`config.mk`:
```
export PLATFORM = sky130hd
export DESIGN_NAME = i2c_read_override
export DESIGN_NICKNAME = d
export VERILOG_FILES = /design/src/rtl/i2c_read_override.sv
export SDC_FILE = /design/constraint.sdc
export NUM_CORES = 1
export LEC_CHECK = 0
export ABC_AREA = 1
export CAP_MARGIN = 20
export CORE_ASPECT_RATIO = 0.6
export CORE_MARGIN = 2
export CORE_UTILIZATION = 44
export DETAILED_ROUTE_END_ITERATION = 10
export MAX_ROUTING_LAYER = met4
export PLACE_DENSITY = 0.79
export SLEW_MARGIN = 20
export SYNTH_ARGS = -nofsm -noshare
export SYNTH_HDL_FRONTEND = slang
export SYNTH_SLANG_ARGS = --single-unit
```
`constraint.sdc`:
```
create_clock -name clk -period 1.7 [get_ports clk]
set_input_delay 0.17 -clock clk [delete_from_list [all_inputs] [get_ports clk]]
set_output_delay 0.17 -clock clk [all_outputs]
set_load 0.05 [all_outputs]
```
`src/rtl/i2c_read_override.sv`:
```
// rtl/i2c_read_override.sv - I2C read-data injector; optional per-bit mask via I2C_OVR_MASK_EN
module i2c_read_override #(
  parameter logic [6:0] TARGET_ADDR = 7'h50,
  parameter int         NUM_BYTES   = 4,
  parameter int         CNT_W       = 8
) (
  input  logic                   clk,
  input  logic                   rst,
  input  logic                   scl,
  input  logic                   sda,
  input  logic                   i2c_start,
  input  logic                   i2c_stop,
  input  logic                   i2c_data,
  input  logic                   en,
  input  logic [8*NUM_BYTES-1:0] pattern,
`ifdef I2C_OVR_MASK_EN
  input  logic [8*NUM_BYTES-1:0] mask,
`endif
  output logic                   out_0,
  output logic                   out_1,
  output logic                   busy,
  output logic [CNT_W-1:0]       hit_count
);

  typedef enum logic [1:0] {IDLE, ADDR, DATA, DONE} state_t;

  localparam logic [3:0] LAST_BYTE = 4'(NUM_BYTES);

  state_t     state;
  logic [3:0] bitcnt;
  logic [3:0] bytecnt;
  logic [7:0] addr_sh;

  logic [7:0] cur_pat;
  logic [7:0] cur_mask;
  logic [2:0] bit_idx;
  logic       ovr;
  logic       v;

  // Select the pattern (and mask) byte for the byte currently being read
  always_comb begin
    cur_pat  = '0;
    cur_mask = 8'hFF;
    for (int i = 0; i < NUM_BYTES; i++) begin
      if (bytecnt == 4'(i)) begin
        cur_pat = pattern[8*i +: 8];
`ifdef I2C_OVR_MASK_EN
        cur_mask = mask[8*i +: 8];
`endif
      end
    end
  end

  // Slot 8 maps to bit 7 ... slot 1 to bit 0; the 3-bit wrap makes slot 8 land on index 7
  always_comb begin
    bit_idx = bitcnt[2:0] - 3'd1;
    v       = cur_pat[bit_idx];
    ovr     = (state == DATA) && en && (bitcnt != 4'd0) && cur_mask[bit_idx];
  end

  // Frame tracker with registered drive strobes, busy flag and hit counter
  always_ff @(posedge clk or posedge rst) begin
    if (rst) begin
      state     <= IDLE;
      bitcnt    <= 4'd8;
      bytecnt   <= 4'd0;
      addr_sh   <= 8'd0;
      out_0     <= 1'b0;
      out_1     <= 1'b0;
      busy      <= 1'b0;
      hit_count <= '0;
    end else begin
      busy <= (state == DATA);

      // Strobes only move while SCL is low so SDA is stable across the sampling edge
      if (!en) begin
        out_0 <= 1'b0;
        out_1 <= 1'b0;
      end else if (!scl) begin
        out_0 <= ovr && !v;
        out_1 <= ovr && v;
      end

      if (i2c_start) begin
        state   <= ADDR;
        bitcnt  <= 4'd8;
        bytecnt <= 4'd0;
      end else if (i2c_stop) begin
        state   <= IDLE;
        bitcnt  <= 4'd8;
        bytecnt <= 4'd0;
      end else if (i2c_data) begin
        case (state)
          ADDR: begin
            if (bitcnt != 4'd0) begin
              addr_sh <= {addr_sh[6:0], sda};
              bitcnt  <= bitcnt - 4'd1;
            end else begin
              bitcnt  <= 4'd8;
              bytecnt <= 4'd0;
              if (addr_sh == {TARGET_ADDR, 1'b1} && en) begin
                state <= DATA;
                if (hit_count != '1)
                  hit_count <= hit_count + CNT_W'(1);
              end else begin
                state <= DONE;
              end
            end
          end
          DATA: begin
            if (bitcnt != 4'd0) begin
              bitcnt <= bitcnt - 4'd1;
            end else begin
              bitcnt  <= 4'd8;
              bytecnt <= bytecnt + 4'd1;
              if (sda || (bytecnt + 4'd1) == LAST_BYTE)
                state <= DONE;
            end
          end
          default: ;
        endcase
      end
    end
  end

endmodule

```
Word-level counts from Yosys, hierarchy flattened --
Memories as Yosys holds them, arrays and structs flattened. Index checks and enable logic that the tools add are counted.
Word-level totals: output and inout port bits 11, input port bits 40, memories 1, register bits 29, memory bits (read-only) 8
Memory list:
- (no name shown) | words 8, bits a word 1, rd ports 1, clocked after Yosys merged registers in 0, write ports 0, line 58 | ovr = (state == DATA) && en && (bitcnt != 4'd0) && cur_mask[bit_idx];
Cells by class: $lt $le $gt $ge 1, reduce and logical (&&, ||, !) cells 19, bitwise operators 3, eq/ne operators 12, mux-type cells 30, add/subtract/negate cells 4
Operators by type and width (count):
- 4-bit 2-to-1 mux | 10
- 8-bit 2-to-1 mux | 4
- 2-bit 2-to-1 mux | 6
- 5-bit AND reduction | 2
- 8-bit by 1-bit adder with 8-bit output, second input constant | 1
- 4-bit by 2-bit == test with 1-bit output, second input constant | 2
- 8-bit == test, second input constant | 1
- 4-bit != test, second input constant | 2
- 8-bit != test, second input constant | 1
- 4-bit case mux with 2 select lines | 1
- 4-bit nonzero test | 2
- 1-bit 2-to-1 mux | 7
- 7-bit AND reduction | 1
- 1-bit logical AND | 6
- 3-bit nonzero test | 2
- 4-bit by 1-bit adder with 4-bit output, second input constant | 1
- 4-bit by 1-bit == test with 1-bit output, second input constant | 1
- 4-bit by 3-bit == test with 1-bit output, second input constant | 1
- 4-bit zero test | 1
- 3-bit by 4-bit < comparator with 1-bit output, second input constant | 1
- 4-bit by 3-bit != test with 1-bit output, second input constant | 1
- 2-bit case mux with 2 select lines | 1
- 4-bit AND reduction | 1
- 4-bit by 1-bit subtractor with 4-bit output, second input constant | 1
- 10 further kinds | 12

Longest topological paths before layout --
Gate-level depths: netlist of the first run.
depth in word-level cells 11, mapped depth 14, mapped depth without buffers 14

Worst setup path after synthesis of the first run --
OpenSTA, ideal clock, no wires.
path type register to register, from reg hit_count[1], to reg hit_count[1], data required time 1.575 ns, data arrival time 1.701 ns, slack -0.125 ns, library setup time 0.125 ns, path buffers 0, cell stages (with the launch flop) 7, period minus slack after synthesis 1.825 ns, cell sequence dfrtp_1 > ha_1 > nand2_1 > nor2_1 > nand3_1 > nand3_1 > mux2_2
Between the ends: longest elaborated chain between the ends 2, elaborated cells between the ends (all ways) 3
Ends and longest elaborated chain:
- from (decl) | line 22 | output logic [CNT_W-1:0] hit_count
- from (signal assigned) | line 104 | hit_count <= hit_count + CNT_W'(1);
- parallel branches: the longest is 2 deep, another holds 8-bit by 1-bit adder with 8-bit output
Several ways; the timed one is not identified. A chain may end at the register's enable or synchronous reset.

Final worst setup path of the first run --
from reg bitcnt[1], to reg hit_count[1]
Between the ends: longest elaborated chain between the ends 3
Ends and longest elaborated chain:
- from (decl) | line 30 | logic [3:0] bitcnt;
- from (signal assigned) | line 97 | bitcnt <= bitcnt - 4'd1;
- from (signal assigned) | line 112 | bitcnt <= bitcnt - 4'd1;
- 4-bit nonzero test | line 95 | if (bitcnt != 4'd0) begin
- 1-bit inverter (no source line)
- 7-bit AND reduction (no source line)
Every way passes these cells.

==> results of run 1 <==
tightest hold or removal path, delay by kind of cell:
kind | cells | cell delay (ns)
buf+inv | 3 | 0.79
per-layer routing:
layer / vias up / wire length, um
met4: 0 / 42
met3: 4 / 307
met2: 64 / 2761
met1: 942 / 2498
li1: 1035 / -
met5: - / 0
cell usage after synthesis, types with 4 or more instances:
| library cell | instances |
|---|---|
| nor2_1 | 14 |
| nor3_1 | 5 |
| nand3_1 | 33 |
| ha_1 | 9 |
| o21ai_1 | 5 |
| o21ai_0 | 20 |
| inv_1 | 54 |
| xor2_1 | 9 |
| a21oi_1 | 4 |
| nand4_1 | 6 |
| nand2_1 | 70 |
| dfrtp_1 | 28 |
power groups by stage:
stage,Sequential (mW),Combinational (mW),Clock [mW]
6_report,0.885,0.746,0.638
5_1_grt,0.901,0.832,0.672
4_1_cts,0.878,0.606,0.651
3_5_place_dp,0.887,0.594,0
3_3_place_gp,0.882,0.583,0
2_1_floorplan,0.893,0.350,0
stage by stage:
| step | setup slack [ns] | area [sq um] | cells |
|---|---|---|---|
| 2_1_floorplan | 0.004925 | 1982 | 277 |
| 3_3_place_gp | -0.04778 | 2636 | 400 |
| 3_5_place_dp | -0.2688 | 2636 | 400 |
| 4_1_cts | 0.004958 | 2761 | 409 |
| 5_1_grt | -0.08635 | 3062 | 416 |
| 6_report | 0.01611 | 3062 | 416 |
sequential cells by signal, indices dropped and copies added, names as in the netlist:
| name | cells |
|---|---|
| addr_sh | 8 |
| bytecnt | 4 |
| out_1 | 1 |
| state | 2 |
| hit_count | 8 |
| bitcnt | 4 |
| out_0 | 1 |
| busy | 1 |
cell families after synthesis:
group	count (synthesis)	synth area share (%)
compound gates	34	9.419
mux	2	1.138
xor+xnor	10	4.425
buf+inv	60	12.39
simple gates	133	30.21
flops	29	36.73
fa+ha+maj	9	5.689
worst max-delay path by stage:
stage,startpoint,to,slack [ns],depth (start not counted)
global placement,i2c_start,hit_count[4],-0.05,7
global route,bytecnt[0],out_1,-0.09,12
floorplan,hit_count[3],hit_count[1],0.005,5
CTS,bytecnt[1],out_1,0.005,14
finish,bitcnt[1],hit_count[1],0.02,6
detailed placement,en,hit_count[4],-0.27,6
cell usage in the layout, fill, tap and decap left out, types with 2 or more instances in the layout:
cell type        instances
buf_6                    2
nor3_4                   3
nor2_4                   2
buf_8                    2
dfrtp_1                 24
nor2_1                  10
o21ai_0                 17
nor2_2                   2
inv_1                   48
clkdlybuf4s50_1         42
xor2_1                   9
nand2_1                 68
nand4_1                  6
clkbuf_8                 7
o21ai_1                  8
nand3_4                  2
inv_2                    5
buf_4                   29
nand3_1                 24
o22ai_1                  2
nand2_2                  3
ha_4                     6
dfrtp_2                  4
mux2_2                   2
nand3_2                  7
a21oi_1                  4
nand2_4                  2
ha_1                     3
area by class of cell:
class / count / area [sq um] / area share, %
clock buffers: 7 / 96.34 / 3.147
clock inverters: 1 / 5.005 / 0.1635
inverters: 55 / 214.0 / 6.988
multi-input cells: 189 / 1249 / 40.78
flip-flops and latches: 29 / 732.0 / 23.91
well taps: 60 / 75.07 / 2.452
repair buffers: 75 / 690.7 / 22.56
timing repair:
item,CTS,global route
cloned,0,1
resized for setup,3,58
endpoints found under the setup margin,6,26
pin swaps,1,21
setup buffers,1,6
==> key figures, run 1 <==
Pwr
  • Seq pwr share: 39.0%
  • Power share of the combinational group: 32.9%
  • Switching Share: 33.23%
  • Clock network fraction of total power: between 20 and 30%
  • Leakage: 1.524 nW
  • Int Pwr: roughly 1.5 mW
  • Power Dens Cells: around 740 nW/um^2
  • Pwr Total: about 2.3 mW
  • Switch Pwr: about 750 uW
  • Maximum vdd ir drop: just under 0.6 mV

Global routing
  • Grt peak-use layer: met2
  • Global-route usage over all layers: between 20% and 30%
  • Met2 usage: between 30% and 40%
  • Vias in the first global route: between 1.5k and 2k
  • Initial antenna violation count: 0
  • Total gr overflow: 0
  • Routing usage on met3: under 10%
  • Met1 usage: 28.26%
  • Global-route wire length before repair: 8728 um
  • Largest net degree at the start of global routing: 30

STA
  • Fin. Hold Viols: 0
  • Slew Limit Headroom: 66.96%
  • Setup TNS: 0 ns
  • RSZ-0062 raised after global routing: true
  • Tcrit/Tclk final: ~99%
  • Hold Slack: roughly 0.27 ns
  • Min Tclk post-route: around 1.7 ns
  • Max Freq: slightly below 600 MHz
  • Pins Over Slew Limit: 0
  • Endpoints failing setup: 0
  • Worst-Margin Slew: 0.4941 ns
  • Clock Skew: 0.007141 ns

Detailed routing
  • Avg WL per Cell: ~13 um
  • Via/cell ratio: 4.916
  • Routed Antenna Nets: 0
  • Drt total wl: approximately 5600 um
  • Drc violations: 0
  • Drt pass-1 iters: 4
  • Vias after detailed routing: just over 2k
  • Iter 0 DRT Violations: 80

Setup path
  • CP most frequent cell: nand3_4
  • Worst Path Buf+Inv: 1
  • Critical Path Fanout Max: 6
  • R2r worst-path depth: 6
  • Reg2reg start: bitcnt[1]
  • CP Class: register to register
  • Reg2Reg Setup Slack: approximately 0.016 ns
  • Crit path max-delay family: simple AND/OR/NAND/NOR gates
  • Slowest cell on the critical path: dfrtp_1
  • Critical path data arrival time: about 1.8 ns
  • CP max stage delay: between 0.3 and 0.4 ns
  • Critical Path Sink Type: register
  • Critical Path Source Type: register
  • Critical path cell sequence: inv_2 -> ha_4 -> nand3_4 -> nor4_4 -> nand3_4 -> mux2_2
  • CP required: about 1.9 ns
  • RR Endpoint: hit_count[1]

Clocking
  • CTS HTree Levels: 2
  • Clk slew on worst S/H paths: ~0.070 ns
  • Clock Tree Root: clkbuf_8
  • Clock sink total: 29
  • Hold buffer count at CTS: 0
  • CTS tree: done
  • Max Root-Sink Buffers: 2
  • Cts bufs inserted: 5
  • Clk_lat worst skew: between 0.2 and 0.3 ns

Min path
  • Hold crit path type: primary input to asynchronous set/reset pin

Layout
  • Layout cell share with drive strength beyond 1: 24.72%
  • Final Util: 72.70%
  • Final nets: between 400 and 500
  • Growth of design area from synthesis to finish: 54.68%
  • FILL cells: ~320
  • Antenna cells: 0

Logic synthesis
  • Synthesized instance count: ~280
  • Yosys Warn Count: 0
  • Post-synth ARST share: 100.0%
  • Synth cell types: 26
  • Post-synth top area cell: dfrtp_1
  • Ranking of synthesized cells by area: dfrtp_1 35%, nand2_1 13%, inv_1 10%
  • Number of flops mapped to enable cells by yosys: 0
  • Seq/Total Area, Yosys: between 30% and 40%
  • Syn nets: around 330
  • Main synth FF type: dfrtp_1
  • Synth Area per Inst: roughly 7.1 sq um
  • Area fraction of the dominant cell type after synthesis: 35.40%
  • Cell area after synthesis: a little under 2000 sq um
  • Synth Register Bits: 29

Die
  • Num ports: 51
  • Core area: approximately 4200 sq um
  • Initial core utilization: between 40% and 50%
  • DIE HEIGHT: about 56 um
  • Area of the die: slightly above 5000 sq um
  • Die Span X: slightly above 90 um
  • Floorplan row count: 18

Flow run
  • Number of max-cap violations: 0

Outcome
  • Outcome: finished clean

Placement
  • IO buf count: 50
  • Post-DP HPWL: approximately 3700 um
  • Gpl congestion: 0.8135
(Power assumes the default switching activity.)
==> run 2: changes to the inputs <==
--- a/config.mk
+++ b/config.mk
@@ -13,6 +13,7 @@
 export DETAILED_ROUTE_END_ITERATION = 10
 export MAX_ROUTING_LAYER = met4
 export PLACE_DENSITY = 0.79
+export REMOVE_ABC_BUFFERS = 1
 export SLEW_MARGIN = 20
 export SYNTH_ARGS = -nofsm -noshare
 export SYNTH_HDL_FRONTEND = slang
==> run 2 against run 1 <==
Routed wire length decreased by 1.7%. Hold slack improved by 0.0084 ns. Non-clock buffer count increased by 5. The flow now finishes with violations (negative setup slack). Highest routed layer unchanged. Final cell count increased by 1.2%. Global-route usage decreased by 2.3 points. Worst setup slack got worse by 0.024 ns. Largest power group unchanged. Fmax decreased by 1.4%. Critical endpoint is now out_1. Sequential power decreased by 0.9%.
==> key figures, run 2 (synthesis gave the netlist of run 1 again) <==
Flow run
  • Number of max-cap violations: 0

Layout
  • FILL cells: between 300 and 400
  • Commonest non-fill, non-tap cell in the layout: nand2_1
  • Design Area, Final: roughly 3000 sq um
  • Fin cells: approximately 420
  • Final nets: 409
  • Largest registers: addr_sh x8, hit_count x8
  • Layout cell share with drive strength beyond 1: 24.38%
  • Final Util: between 70 and 80%
  • Antenna cells: 0
  • Growth of design area from synthesis to finish: 55.88%
  • Most frequent cells in the layout: 68 x nand2_1, 49 x inv_1, 42 x clkdlybuf4s50_1

Setup path
  • Worst Path Buf+Inv: 2
  • Critical Path Source Type: register
  • Critical Path Fanout Max: 8
  • Crit path max-delay family: simple AND/OR/NAND/NOR gates
  • Critical Path Sink Type: register
  • Critical path cell sequence: buf_4 -> ha_4 -> nand2_2 -> nand2_1 -> inv_1 -> nand2_1 -> nand2_1 -> nand3_2 -> nand3_2 -> nand2_1 -> nand2_1 -> nand2_1
  • CP max stage delay: between 0.4 and 0.5 ns
  • CP most frequent cell: nand2_1
  • CP Class: register to register
  • Critical path data arrival time: ~1.9 ns
  • CP required: around 1.9 ns
  • Slowest cell on the critical path: dfrtp_2

Global routing
  • Vias in the first global route: 1746
  • Total gr overflow: 0
  • Global-route wire length before repair: 7879 um
  • Met2 usage: between 20% and 30%
  • Grt peak-use layer: met1
  • Largest net degree at the start of global routing: 30
  • Routing usage on met3: 5.691%
  • Global-route usage over all layers: 19.71%
  • Initial antenna violation count: 0
  • Met1 usage: between 20% and 30%

STA
  • Slew Limit Headroom: approximately two thirds
  • Min Tclk post-route: ~1.7 ns
  • Tcrit/Tclk final: 100.4%
  • Max Freq: roughly 600 MHz
  • Clock Skew: ~0.0039 ns
  • Endpoints failing setup: 1
  • Worst-Margin Slew: around 0.5 ns
  • Pins Over Slew Limit: 0
  • RSZ-0062 raised after global routing: true
  • Fin. Hold Viols: 0
  • Hold Slack: ~0.28 ns
  • Worst setup margin: -0.007611 ns

Pwr
  • Maximum vdd ir drop: around 0.56 mV
  • Power Dens Cells: 715.1 nW/um^2
  • Leakage: 1.561 nW

Die
  • Floorplan row count: 18
  • Core area: 4212 sq um
  • Area of the die: roughly 5100 sq um
  • DIE HEIGHT: 55.96 um
  • Initial core utilization: a little under half
  • Die Span X: just over 90 um
  • Num ports: around 50

Placement
  • IO buf count: 50
  • Gpl congestion: between 0.7 and 0.8
  • DP Area: between 2000 and 3000 sq um
  • Post-DP HPWL: between 3000 and 4000 um
  • Setup WS pre-CTS: -0.08839 ns
  • Placed cells: 402

Clocking
  • Clock sink total: 29
  • Clk slew on worst S/H paths: 0.07 ns
  • Clk_lat worst skew: between 0.2 and 0.3 ns
  • Clock Tree Root: clkbuf_8
  • CTS HTree Levels: 2
  • Hold buffer count at CTS: 0
  • Max Root-Sink Buffers: 2
  • CTS tree: done
  • Cts bufs inserted: 5

Outcome
  • Violated checks: negative setup slack
  • Outcome: finished, violations left

Detailed routing
  • Drt pass-1 iters: 4
  • Iter 0 DRT Violations: 100
  • Avg WL per Cell: ~13 um
  • Vias after detailed routing: roughly 2.1k
  • Drc violations: 0
  • Routed Antenna Nets: 0
  • Via/cell ratio: roughly 4.9
  • Drt total wl: 5516 um

Min path
  • Hold crit path type: primary input to asynchronous set/reset pin
-- run 2: cell types whose count changed in the layout (fill, tap and decap cells not counted), moves of 3 or more --
| cell | before | now |
|---|---|---|
| buf_12 | 0 | 4 |
| nor3_1 | 1 | 5 |
| dfrtp_1 | 24 | 27 |
| dfrtp_2 | 4 | 1 |
| nand3_2 | 7 | 10 |
| nor3_4 | 3 | 0 |
-- run 2: worst reg2reg max path, stage by stage, from the launching register on --
cell     delay [ns]
dfrtp_2        0.46
buf_4          0.16
ha_4           0.18
nand2_2        0.18
nand2_1        0.11
inv_1          0.06
nand2_1        0.06
nand2_1        0.07
nand3_2        0.07
nand3_2        0.10
nand2_1        0.06
nand2_1        0.05
nand2_1        0.05
-- run 2: repair_timing --
item,4_1_cts,5_1_grt
buffers inserted,0,9
resized for setup,0,49
endpoints found under the setup margin,0,15
-- run 2: cell type report --
class	instances	area [sq um]	share of cell area, %
clock buffer	5	68.82	2.230
clock inverter	3	17.52	0.5677
tap	60	75.07	2.433
timing repair buffer	80	780.7	25.30
multi-input combinational	189	1204	39.01
sequential	29	728.2	23.60
inverter	55	211.5	6.853
-- run 2: routing by layer --
metal / wire (um) / vias to the layer above
li1: - / 1043
met4: 36 / 0
met1: 2767 / 976
met2: 2473 / 43
met3: 238 / 6
met5: 0 / -
-- run 2: metrics by stage --
step | setup TNS, ns | power (mW)
3_3_place_gp | -0.04134 | 1.481
4_1_cts | 0 | 2.076
5_1_grt | -0.3920 | 2.344
2_1_floorplan | -0.3118 | 1.241
6_report | -0.007611 | 2.207
3_5_place_dp | -0.2266 | 1.494
-- run 2: final timing paths --
kind | startpoint | endpoint | slack (ns) | depth (start not counted)
min in group clk | out_1 | out_1 | 0.49 | 2
setup / recovery | bytecnt[0] | out_1 | -0.008 | 12
max in group asynchronous | rst | bitcnt[3] | 1.11 | 3
hold reg to reg | out_1 | out_1 | 0.49 | 2
setup reg to reg | bytecnt[0] | out_1 | -0.008 | 12
hold / removal | rst | hit_count[2] | 0.28 | 3
-- run 2: power by group --
part | switching (mW) | internal (mW) | total [mW] | leakage (nW)
logic | 0.406 | 0.346 | 0.752 | 1.14
clock network | 0.295 | 0.282 | 0.577 | 0.0439
registers | 0.0649 | 0.812 | 0.877 | 0.374
total | 0.766 | 1.44 | 2.21 | 1.56
==> run 3: changes to the inputs <==
--- a/config.mk
+++ b/config.mk
@@ -7,7 +7,6 @@
 export LEC_CHECK = 0
 export ABC_AREA = 1
 export CAP_MARGIN = 20
-export CORE_ASPECT_RATIO = 0.6
 export CORE_MARGIN = 2
 export CORE_UTILIZATION = 44
 export DETAILED_ROUTE_END_ITERATION = 10
==> run 3 against run 2 <==
The run now ends clean. Register-to-register slack better by 0.02 ns. Sequential power barely moved. Cell area down 4.0%. Critical path type unchanged. Clock skew is 0.0029 ns higher. Die area down 0.36%. Global-route usage shrank 1.5 points. Power grew 3.3%. First-iteration DRC count down 20%. Routed wire length decreased by 12%.
==> key figures, run 3 (synthesis gave the netlist of run 1 again) <==
Detailed routing
  • Vias after detailed routing: 1987
  • DR top layer: met4
  • Drt pass-1 iters: 4
  • Routed length on met3: ~310 um
  • Iter 0 DRT Violations: 80
  • Met2 Routed Length: 2311 um
  • Via/cell ratio: between 4 and 5
  • Drc violations: 0
  • Drt total wl: just under 5000 um
  • Routed Antenna Nets: 0
  • Avg WL per Cell: 11.90 um
  • WL met1: around 2100 um

Global routing
  • Global-route usage over all layers: a little under a fifth
  • Vias in the first global route: 1774
  • Global-route wire length before repair: 7286 um
  • Largest net degree at the start of global routing: 30
  • Initial antenna violation count: 0
  • Total gr overflow: 0

STA
  • Pins Over Slew Limit: 0
  • Worst-Margin Slew: 0.4924 ns
  • RSZ-0062 raised after global routing: true
  • Clock Skew: 0.006818 ns
  • Slew Limit Headroom: 67.07%
  • Tcrit/Tclk final: between 90% and 100%
  • Min Tclk post-route: approximately 1.7 ns
  • Max Freq: approximately 590 MHz
  • Endpoints failing setup: 0
  • Fin. Hold Viols: 0

Clocking
  • Clock sink total: 29
  • Cts bufs inserted: 5
  • Clock Tree Root: clkbuf_8
  • Max Root-Sink Buffers: 2
  • CTS tree: done
  • Clk_lat worst skew: about 0.28 ns
  • CTS HTree Levels: 2
  • Clk slew on worst S/H paths: around 0.060 ns

Setup path
  • Critical path data arrival time: between 1.5 and 2 ns
  • Critical path cell sequence: inv_1 -> ha_1 -> inv_1 -> nor4_4 -> nand3_4 -> nor3_4 -> xor2_1
  • Crit path max-delay family: simple AND/OR/NAND/NOR gates
  • Critical Path Fanout Max: 6
  • CP required: between 1.5 and 2 ns
  • Critical Path Source Type: register
  • Slowest cell on the critical path: dfrtp_1
  • CP most frequent cell: inv_1
  • Critical Path Sink Type: register
  • Worst Path Buf+Inv: 2
  • CP Class: register to register
  • CP max stage delay: roughly 0.4 ns

Placement
  • Post-DP HPWL: around 3200 um
  • Placed cells: ~390
  • Gpl congestion: about 0.9
  • DP Area: approximately 2600 sq um
  • IO buf count: 50

Die
  • Area of the die: between 5000 and 6000 sq um
  • Num ports: between 50 and 60
  • Floorplan row count: 24
  • Core area: 4354 sq um
  • DIE HEIGHT: about 71 um
  • Die Span X: roughly 70 um
  • Initial core utilization: between 40% and 50%

Layout
  • Largest registers: addr_sh x8, hit_count x8
  • Layout cell share with drive strength beyond 1: 19.49%
  • Design Area, Final: 2963 sq um
  • Fin cells: between 400 and 500
  • Final nets: between 400 and 500
  • Final Util: between 60% and 70%
  • Register Area: 728.2 sq um
  • Area of the multi-input gates: 1160 sq um
  • Commonest non-fill, non-tap cell in the layout: nand2_1
  • Growth of design area from synthesis to finish: 49.68%
  • Antenna cells: 0
  • Most frequent cells in the layout: 70 x nand2_1, 51 x inv_1, 42 x clkdlybuf4s50_1
  • FILL cells: roughly 360

Min path
  • Hold crit path type: primary input to asynchronous set/reset pin

Pwr
  • Leakage: ~1.5 nW
  • Power Dens Cells: roughly 770 nW/um^2
  • Maximum vdd ir drop: ~0.75 mV
  • Pwr Total: about 2.3 mW

Flow run
  • Number of max-cap violations: 0

Outcome
  • Outcome: finished clean
## run 3: cell types whose count changed in the layout (fill, tap and decap cells not counted), sizes merged
cell,change
bufinv,+1
clkinv,-2
clkinvlp,-1
buf,-6
clkbuf,+1
## run 3: final cells by class
type / instances / share of cell area, %
clock buffers: 7 / 2.914
inverters: 55 / 7.137
clock inverters: 1 / 1.014
multi-input cells: 189 / 39.15
flip-flops and latches: 29 / 24.58
repair buffers: 73 / 23.02
well taps: 52 / 2.196
## run 3: worst reg2reg max path, stage by stage, from the launching register on
cell	delay, ns
dfrtp_1	0.39
inv_1	0.09
ha_1	0.18
inv_1	0.09
nor4_4	0.32
nand3_4	0.17
nor3_4	0.22
xor2_1	0.15
## run 3: per-layer routing
layer | vias to the layer above | GRT usage [%]
li1 | 1028 | -
met1 | 896 | 23.13
met2 | 57 | 28.25
met3 | 6 | 4.558
met4 | 0 | 6.709
met5 | - | -
## run 3: path summary, 6_finish.rpt
check | endpoint | slack, ns | cells after the start | from
worst max register to register | hit_count[4] | 0.02 | 7 | state[1]
worst min-delay path | bitcnt[0] | 0.27 | 3 | rst
worst min register to register | out_0 | 0.48 | 2 | out_0
min in group clk | out_0 | 0.48 | 2 | out_0
worst max-delay path | hit_count[4] | 0.02 | 7 | state[1]
max in group asynchronous | bitcnt[3] | 1.13 | 3 | rst
## run 3: repair_timing
item,4_1_cts,5_1_grt
hold buffers,0,0
buffers inserted,0,10
setup endpoints to repair,2,19
cloned,0,1
resized for setup,1,32
pin swaps,0,8
## run 3: stage by stage
stage,hold slack [ns],worst slack [ns],TNS (ns)
floorplan,0.2474,-0.1631,-0.3118
global placement,0.4680,-0.1004,-0.4011
detailed placement,0.4686,-0.1297,-0.4801
CTS,0.2849,0.01021,0
global route,0.3251,-0.07200,-0.2723
finish,0.2708,0.01643,0
## run 3: where the power goes
group | internal, mW | leakage [nW] | switching [mW]
logic | 0.316 | 1.09 | 0.361
registers | 0.813 | 0.374 | 0.0646
clock network | 0.477 | 0.0585 | 0.248
total | 1.61 | 1.52 | 0.673
